==> src/rtl/fp_multiply_pipe.sv <==
// Parametrised floating-point multiplier: 3-stage pipeline (classify, multiply,
// normalise/round/pack) with a shared enable for valid/ready backpressure.
module fp_multiply_pipe #(
  parameter int EXP_W = 8,
  parameter int MAN_W = 23,
  localparam int W = 1 + EXP_W + MAN_W
) (
  input  logic             clk,
  input  logic             rstn,
  input  logic             in_valid,
  output logic             in_ready,
  input  logic [W-1:0]     a,
  input  logic [W-1:0]     b,
  output logic             out_valid,
  input  logic             out_ready,
  output logic [W-1:0]     c,
  output logic [3:0]       flags
);

  localparam int PW = 2*MAN_W + 2;
  localparam int EW = EXP_W + 2;
  localparam logic [EXP_W-1:0]     EXP_ONES = '1;
  localparam logic signed [EW-1:0] BIAS_S   = EW'(2**(EXP_W-1) - 1);
  localparam logic signed [EW-1:0] EMAX_S   = EW'(2**EXP_W - 1);
  localparam logic [W-1:0] QNAN = {1'b0, EXP_ONES, 1'b1, {(MAN_W-1){1'b0}}};

  logic en;
  assign en       = !out_valid || out_ready;
  assign in_ready = en;

  // stage 1: unpack and classify
  logic [EXP_W-1:0] ea, eb;
  logic [MAN_W-1:0] fa, fb;
  logic zero_a, zero_b, inf_a, inf_b, nan_a, nan_b;
  assign ea = a[W-2 -: EXP_W];
  assign eb = b[W-2 -: EXP_W];
  assign fa = a[MAN_W-1:0];
  assign fb = b[MAN_W-1:0];
  assign zero_a = (ea == '0);
  assign zero_b = (eb == '0);
  assign inf_a  = (ea == EXP_ONES) && (fa == '0);
  assign inf_b  = (eb == EXP_ONES) && (fb == '0);
  assign nan_a  = (ea == EXP_ONES) && (fa != '0);
  assign nan_b  = (eb == EXP_ONES) && (fb != '0);

  logic signed [EW-1:0] esum_d;
  assign esum_d = $signed({2'b00, ea}) + $signed({2'b00, eb}) - BIAS_S;

  logic                 v1_q, sign1_q, nan1_q, inf1_q, zero1_q;
  logic signed [EW-1:0] esum1_q;
  logic [MAN_W:0]       ma1_q, mb1_q;

  always_ff @(posedge clk or negedge rstn) begin
    if (!rstn) begin
      v1_q <= 1'b0;
    end else if (en) begin
      v1_q <= in_valid;
    end
  end

  always_ff @(posedge clk) begin
    if (en) begin
      sign1_q <= a[W-1] ^ b[W-1];
      nan1_q  <= nan_a || nan_b;
      inf1_q  <= inf_a || inf_b;
      zero1_q <= zero_a || zero_b;
      esum1_q <= esum_d;
      ma1_q   <= {1'b1, fa};
      mb1_q   <= {1'b1, fb};
    end
  end

  // stage 2: significand product
  logic                 v2_q, sign2_q, nan2_q, inf2_q, zero2_q;
  logic signed [EW-1:0] esum2_q;
  logic [PW-1:0]        prod2_q;

  always_ff @(posedge clk or negedge rstn) begin
    if (!rstn) begin
      v2_q <= 1'b0;
    end else if (en) begin
      v2_q <= v1_q;
    end
  end

  always_ff @(posedge clk) begin
    if (en) begin
      sign2_q <= sign1_q;
      nan2_q  <= nan1_q;
      inf2_q  <= inf1_q;
      zero2_q <= zero1_q;
      esum2_q <= esum1_q;
      prod2_q <= PW'(ma1_q) * PW'(mb1_q);
    end
  end

  // stage 3: normalise, round to nearest even, pack
  logic [PW-2:0]        norm;
  logic [MAN_W-1:0]     frac, frac_fin;
  logic                 guard, sticky, rnd_up;
  logic [MAN_W+1:0]     mant_r;
  logic signed [EW-1:0] exp_fin;
  logic [W-1:0]         c_d;
  logic [3:0]           flags_d;

  assign norm     = prod2_q[PW-1] ? prod2_q[PW-2:0] : {prod2_q[PW-3:0], 1'b0};
  assign frac     = norm[PW-2 -: MAN_W];
  assign guard    = norm[MAN_W];
  assign sticky   = |norm[MAN_W-1:0];
  assign rnd_up   = guard && (sticky || frac[0]);
  assign mant_r   = {2'b01, frac} + (MAN_W+2)'(rnd_up);
  assign frac_fin = mant_r[MAN_W+1] ? mant_r[MAN_W:1] : mant_r[MAN_W-1:0];
  assign exp_fin  = esum2_q + $signed(EW'(prod2_q[PW-1])) + $signed(EW'(mant_r[MAN_W+1]));

  always_comb begin
    c_d     = {sign2_q, exp_fin[EXP_W-1:0], frac_fin};
    flags_d = {3'b000, guard || sticky};
    if (nan2_q || (inf2_q && zero2_q)) begin
      c_d     = QNAN;
      flags_d = 4'b1000;
    end else if (inf2_q) begin
      c_d     = {sign2_q, EXP_ONES, {MAN_W{1'b0}}};
      flags_d = 4'b0000;
    end else if (zero2_q) begin
      c_d     = {sign2_q, {(W-1){1'b0}}};
      flags_d = 4'b0000;
    end else if (exp_fin >= EMAX_S) begin
      c_d     = {sign2_q, EXP_ONES, {MAN_W{1'b0}}};
      flags_d = 4'b0101;
    end else if (exp_fin <= $signed(EW'(0))) begin
      c_d     = {sign2_q, {(W-1){1'b0}}};
      flags_d = 4'b0011;
    end
  end

  always_ff @(posedge clk or negedge rstn) begin
    if (!rstn) begin
      out_valid <= 1'b0;
      c         <= '0;
      flags     <= '0;
    end else if (en) begin
      out_valid <= v2_q;
      if (v2_q) begin
        c     <= c_d;
        flags <= flags_d;
      end
    end
  end

endmodule
==> config.mk <==
export PLATFORM = sky130hd
export DESIGN_NAME = fp_multiply_pipe
export DESIGN_NICKNAME = d
export VERILOG_FILES = /design/src/rtl/fp_multiply_pipe.sv
export SDC_FILE = /design/constraint.sdc
export NUM_CORES = 2
export LEC_CHECK = 0
export BUFFER_PORTS_ARGS = -buffer_cell sky130_fd_sc_hd__buf_4
export CAP_MARGIN = 40
export CORE_MARGIN = 8
export CORE_UTILIZATION = 46
export CTS_CLUSTER_SIZE = 8
export DETAILED_ROUTE_END_ITERATION = 8
export PLACE_DENSITY = 0.63
export SETUP_SLACK_MARGIN = 0.02
export SLEW_MARGIN = 0
export SYNTH_ARGS = -nofsm -noshare
export SYNTH_HDL_FRONTEND = slang
export SYNTH_SLANG_ARGS = --single-unit
export TNS_END_PERCENT = 20
==> constraint.sdc <==
create_clock -name clk -period 12.35 [get_ports clk]
set_input_delay 1.235 -clock clk [delete_from_list [all_inputs] [get_ports clk]]
set_output_delay 1.235 -clock clk [all_outputs]
set_load 0.03 [all_outputs]
## Word-level counts from Yosys, hierarchy flattened

Cells that the tools add are included.

| storage, ports and cells | value |
|---|---|
| register bits after elaboration | 161 |
| input bits | 68 |
| output and inout bits | 38 |
| logic and storage cells | 63 |

| cells by class | value |
|---|---|
| add/subtract/negate cells | 5 |
| multipliers | 1 |
| $lt $le $gt $ge | 2 |
| equal/unequal tests | 2 |
| multiplexer cells | 12 |
| bitwise operators | 1 |
| reduce and logical (&&, ||, !) cells | 22 |

Operator list:

| cell | number |
|---|---|
| $mux 31 | 4 |
| $mul 24x24->48 | 1 |
| $mux 47 | 1 |
| $logic_not 23->1 | 2 |
| $reduce_bool 23->1 | 2 |
| $mux 32 | 1 |
| $add 24x1->25 | 1 |
| $mux 23 | 1 |
| $reduce_or 23->1 | 1 |
| $add 10x2->10 | 2 |
| $eq 8x8->1 const B | 2 |
| $logic_not 8->1 | 2 |
| $ge 10x9->1 const B | 1 |
| $le 10x1->1 const B | 1 |
| $sub 9x7->10 const B | 1 |
| $add 8x8->9 | 1 |
| $mux 3 | 3 |
| $logic_or 1x1->1 | 7 |
| $logic_and 1x1->1 | 6 |
| $mux 4 | 1 |
| $mux 2 | 1 |
| $reduce_and 2->1 | 1 |
| $logic_not 1->1 | 1 |
| $xor 1x1->1 | 1 |

## Longest topological paths before layout

| depth | value |
|---|---|
| depth after elaboration | 12 |
| mapped depth | 27 |
| gate-level depth less buffers | 24 |

## Worst setup path before layout

No wires, ideal clock.

| timing path | value |
|---|---|
| path kind | reg2reg |
| from | reg ma1_q[13] |
| to | reg prod2_q[41], data pin |
| library setup time | 174 ps |
| data arrival time | 6666 ps |
| data required time | 12176 ps |
| path slack | 5510 ps |
| cell stages (with the launch flop) | 26 |
| buffers on the path | 1 |
| clock period less this slack | 6840 ps |
| cell sequence | edfxtp_1 > clkbuf_1 > nand2_1 > fa_1 > inv_1 > fa_1 > inv_1 > fa_1 > inv_1 > fa_1 > inv_1 > fa_1 > inv_1 > fa_1 > inv_1 > fa_1 > inv_1 > ha_1 > a21oi_1 > o21ai_0 > a2111oi_0 > nand3_1 > a221o_1 > o21a_1 > o211a_1 > a311oi_1 |

| between the ends | value |
|---|---|
| word-level cells in the longest chain between the ends | 1 |

Ends and longest elaborated chain:

| element | line | text |
|---|---|---|
| start, declared | 51 | `logic [MAN_W:0] ma1_q, mb1_q;` |
| start signal, assigned | 68 | `ma1_q <= {1'b1, fa};` |
| $mul 24x24->48 | 93 | `prod2_q <= PW'(ma1_q) * PW'(mb1_q);` |
| end signal, assigned | 93 |  |
| end, declared | 76 | `logic [PW-1:0] prod2_q;` |

Every way passes these cells.
A chain may end at the register's enable or synchronous reset.

## Worst setup path in the final report

| timing path | value |
|---|---|
| from | reg mb1_q[0] |
| to | reg prod2_q[42], data pin |

| between the ends | value |
|---|---|
| word-level cells in the longest chain between the ends | 1 |

Ends and longest elaborated chain:

| element | line | text |
|---|---|---|
| start, declared | 51 |  |
| start signal, assigned | 69 | `mb1_q <= {1'b1, fb};` |
| $mul 24x24->48 | 93 |  |

Every way passes these cells.

==> key figures <==
Min path
  – Worst Hold Endpoint: inf2_q
  – Class of the worst hold path: flip-flop to flip-flop
  – Hold path start: inf1_q
  – WHS Path Cells: 0

Placed design
  – Port bufs: 105
  – Dpl cell area: 27,900 um2
  – Global placement routability congestion: 0.938
  – DP HPWL: 57.6 mm

GRT
  – Largest net degree at the start of global routing: 67
  – First-pass GRT wire length: 114 mm
  – Vias in the first global route: 20,381
  – Total track usage: 22.9%
  – Initial antenna violation count: 0
  – Grt total ovfl: 0

Synth
  – Number of warning messages in the yosys log: 0
  – Syn Nets: 3,442
  – Share of flip-flops with an asynchronous set or reset: 24.2%
  – Synth Area in Compound Gates: 6.24%
  – Cell count after synthesis: 2,699
  – EDFF count, synth: 122
  – Simple-gate area share of the yosys netlist: 15.4%
  – Syn Std Cell Area: 26,000 um2
  – Synth cell types: 75
  – Main combinational cell family by area after synthesis: adder cells
  – Sequential-to-total area share from yosys stat: 17.8%
  – Mux share of post-synthesis cell area: 0.927%
  – Main synth FF type: edfxtp_1
  – Synth Area in Adders: 46.4%
  – Avg Inst Size Synth: 9.65 um2
  – Synth Area in XOR/XNOR: 2.86%
  – Flops & latches, synth: 161

Flow run
  – Max-cap viol count: 0

Worst setup path
  – WS Path Type: flip-flop to flip-flop
  – CP Capture Type: flip-flop
  – RR Endpoint: prod2_q[42]
  – Crit path DAT: 8.28 ns
  – R2r setup slk: 4.30 ns
  – Cell chain of the critical path: clkinv_1, fa_1, inv_1, fa_1, inv_1, fa_1, fa_1, inv_1, fa_1, fa_1, inv_1, fa_1, inv_1, ha_1, a21oi_1, o21ai_0, nor3_1, a32oi_1, and3_1, a21oi_1, a2111oi_0, a311o_1
  – Worst setup SP type: flip-flop
  – CP max FO: 17
  – Reg2Reg Depth: 22
  – CP max stage cell: edfxtp_1
  – CP Data Required Time: 12.58 ns
  – Critical R2R Launch: mb1_q[0]
  – Slowest stage delay, CP: 0.82 ns
  – Cell mode on critical path: fa_1

Timing
  – Min Tclk post-route: 8.05 ns
  – Setup violators final: 0
  – Max-Slew Margin vs Limit: 40.8%
  – Max Slew Vio Count: 0
  – Worst slew pin tran: 0.889 ns
  – Post-route setup TNS: 0 ns
  – Skew final: 0.0149 ns
  – Period utilization: 65.2%
  – Peak Freq: 124 MHz
  – RSZ-0062 raised after global routing: false
  – Final Hold Vio Count: 0

Outcome
  – Outcome: finished clean

Floorplanning
  – CORE AREA: 56,200 um2
  – Ports: 106
  – Row cnt: 87
  – Die width: 254 um
  – Die height: 254 um
  – Initial Util: 46.4%
  – Die area: 64,500 um2

Layout
  – Fin util: 50.9%
  – P&R area growth vs syn: 9.67%
  – Share of layout cells above drive strength 1: 7.49%
  – Fin nets: 3,492
  – FF+latch area: 4640 um2
  – Fillers: 5,199
  – Design area: 28,600 um2
  – Area of the multi-input gates: 18,700 um2
  – Ant diodes: 0

Clock network
  – H-tree levels: 4
  – CTS sink cnt: 161
  – CTS max path bufs: 2
  – Clk root buf: clkbuf_16
  – Worst-skew pair later-pin latency: 0.49 ns
  – Worst-path clk slew: 0.08 ns
  – Post-CTS Setup Repair Bufs: 0
  – Post-CTS Hold Buffers: 0
  – TritonCTS clock tree: yes
  – Resize count post-CTS: 0
  – CTS buffer count: 17

Drt
  – Drt initial violations: 1,142
  – Via density: 5.31
  – Wire length per cell after detailed routing: 20.3 um
  – Routed via count: 18,683
  – Detail Route Antenna Nets: 0
  – Post-Route WL: 71.3 mm
  – DRT Pass-1 Iters: 5
  – Drt drc: 0
-- registers in the layout, summed over array words and instances, names as in the netlist --
register   count
ma1_q         23
sign2_q        1
sign1_q        1
zero2_q        1
v1_q           1
nan1_q         1
nan2_q         1
zero1_q        1
inf1_q         1
mb1_q         23
out_valid      1
c             32
prod2_q       48
flags          4
esum2_q       10
esum1_q       10
inf2_q         1
v2_q           1
-- worst max path at each step --
stage               from  slack [ns]           to
2_1_floorplan  ma1_q[13]        5.51  prod2_q[41]
4_1_cts         mb1_q[0]        4.27  prod2_q[42]
5_1_grt         mb1_q[0]        3.83  prod2_q[42]
3_5_place_dp    mb1_q[0]        4.28  prod2_q[42]
3_3_place_gp    mb1_q[0]        4.32  prod2_q[42]
6_report        mb1_q[0]        4.30  prod2_q[42]
-- Yosys cell counts (4+ instances only) --
| library cell | n | area [um2] |
|---|---|---|
| inv_1 | 597 | 2240 |
| fa_1 | 484 | 9690 |
| nand2_1 | 310 | 1160 |
| and2_1 | 267 | 1670 |
| ha_1 | 191 | 2390 |
| edfxtp_1 | 122 | 3660 |
| clkbuf_1 | 107 | 402 |
| nor2_1 | 74 | 278 |
| a21oi_1 | 64 | 320 |
| xnor2_1 | 58 | 508 |
| o21ai_0 | 46 | 230 |
| dfrtp_1 | 39 | 976 |
| nand3_1 | 35 | 175 |
| xor2_1 | 27 | 236 |
| a21o_1 | 24 | 180 |
| nor4_1 | 23 | 144 |
| nand4_1 | 18 | 113 |
| a22o_1 | 17 | 149 |
| nor3_1 | 16 | 80.1 |
| mux2i_1 | 14 | 140 |
| nand2b_1 | 11 | 68.8 |
| o21bai_1 | 11 | 82.6 |
| a21boi_0 | 9 | 67.6 |
| a221o_1 | 9 | 90.1 |
| a31oi_1 | 8 | 50.1 |
| and3_1 | 8 | 50.1 |
| mux2_2 | 7 | 78.8 |
| o211ai_1 | 7 | 52.6 |
| nor2b_1 | 6 | 37.5 |
| a211oi_1 | 5 | 37.5 |
| and4_1 | 5 | 43.8 |
| buf_1 | 5 | 18.8 |
| o21a_1 | 5 | 37.5 |
| o22ai_1 | 5 | 31.3 |
| or2_2 | 5 | 31.3 |
| a211o_1 | 4 | 35.0 |
| buf_2 | 4 | 20.0 |
-- through the flow --
step / hold WS, ns / instances / worst slack [ns]
6_report: 0.421 / 3518 / 4.30
5_1_grt: 0.431 / 3518 / 3.83
4_1_cts: 0.421 / 3517 / 4.27
3_5_place_dp: 0.405 / 3485 / 4.28
3_3_place_gp: 0.405 / 3464 / 4.32
2_1_floorplan: 0.400 / 2699 / 5.51
-- cells by family after synthesis --
| logic type | after synthesis |
|---|---|
| xor gates and xnor gates | 85 |
| buffers and inverters | 720 |
| AOI/OAI and AO/OA | 243 |
| DFF | 161 |
| and+or+nand+nor | 793 |
| adders and majority gates | 675 |
| muxes | 22 |
-- metal layers --
metal / global-route usage, % / routed length (um) / up-vias
li1: - / - / 8382
met1: 30.1 / 30200 / 9542
met2: 37.5 / 33600 / 621
met3: 4.39 / 4770 / 138
met4: 8.55 / 2680 / 0
met5: 0 / 0 / -
-- cell type report --
type                            instances  area share (%)
Clock buffer                           19            1.62
Clock inverter                         13           0.613
Inverter                              600            7.88
Multi-Input combinational cell       1818            65.4
Sequential cell                       161            16.2
Tap cell                              756            3.31
Timing Repair Buffer                  151            4.88
-- placed cells by master, fill, tap and decap left out, types with 5 or more instances in the layout --
cell type and instances:
a31oi_1 8, o22ai_1 5, o21ai_0 46, or2_2 5, inv_1 597, nand3_1 35, and3_1 8, buf_8 13
o211ai_1 7, and2_1 267, a211oi_1 5, buf_4 129, nor4_1 23, a21boi_0 9, xor2_1 27, a22o_1 17
buf_16 8, xnor2_1 58, nand2b_1 10, nor2_1 74, o21a_1 5, mux2_2 7, edfxtp_1 122, clkbuf_16 18
fa_1 484, nand2_1 310, a21o_1 24, a21oi_1 64, and4_1 5, ha_1 191, nor2b_1 6, o21bai_1 11
dfrtp_1 39, a221o_1 9, mux2i_1 14, nor3_1 16, nand4_1 18
-- critical path: cells and delay by family (launching register included) --
family	cells	cell delay [ns]
adders and majority gates	8	3.98
AOI/OAI and AO/OA	6	1.73
DFF	1	0.82
buffers and inverters	6	0.75
and+or+nand+nor	2	0.50
Power is not shown: default switching activity piles up to over one toggle a cycle in this logic, so the estimate is an artifact.
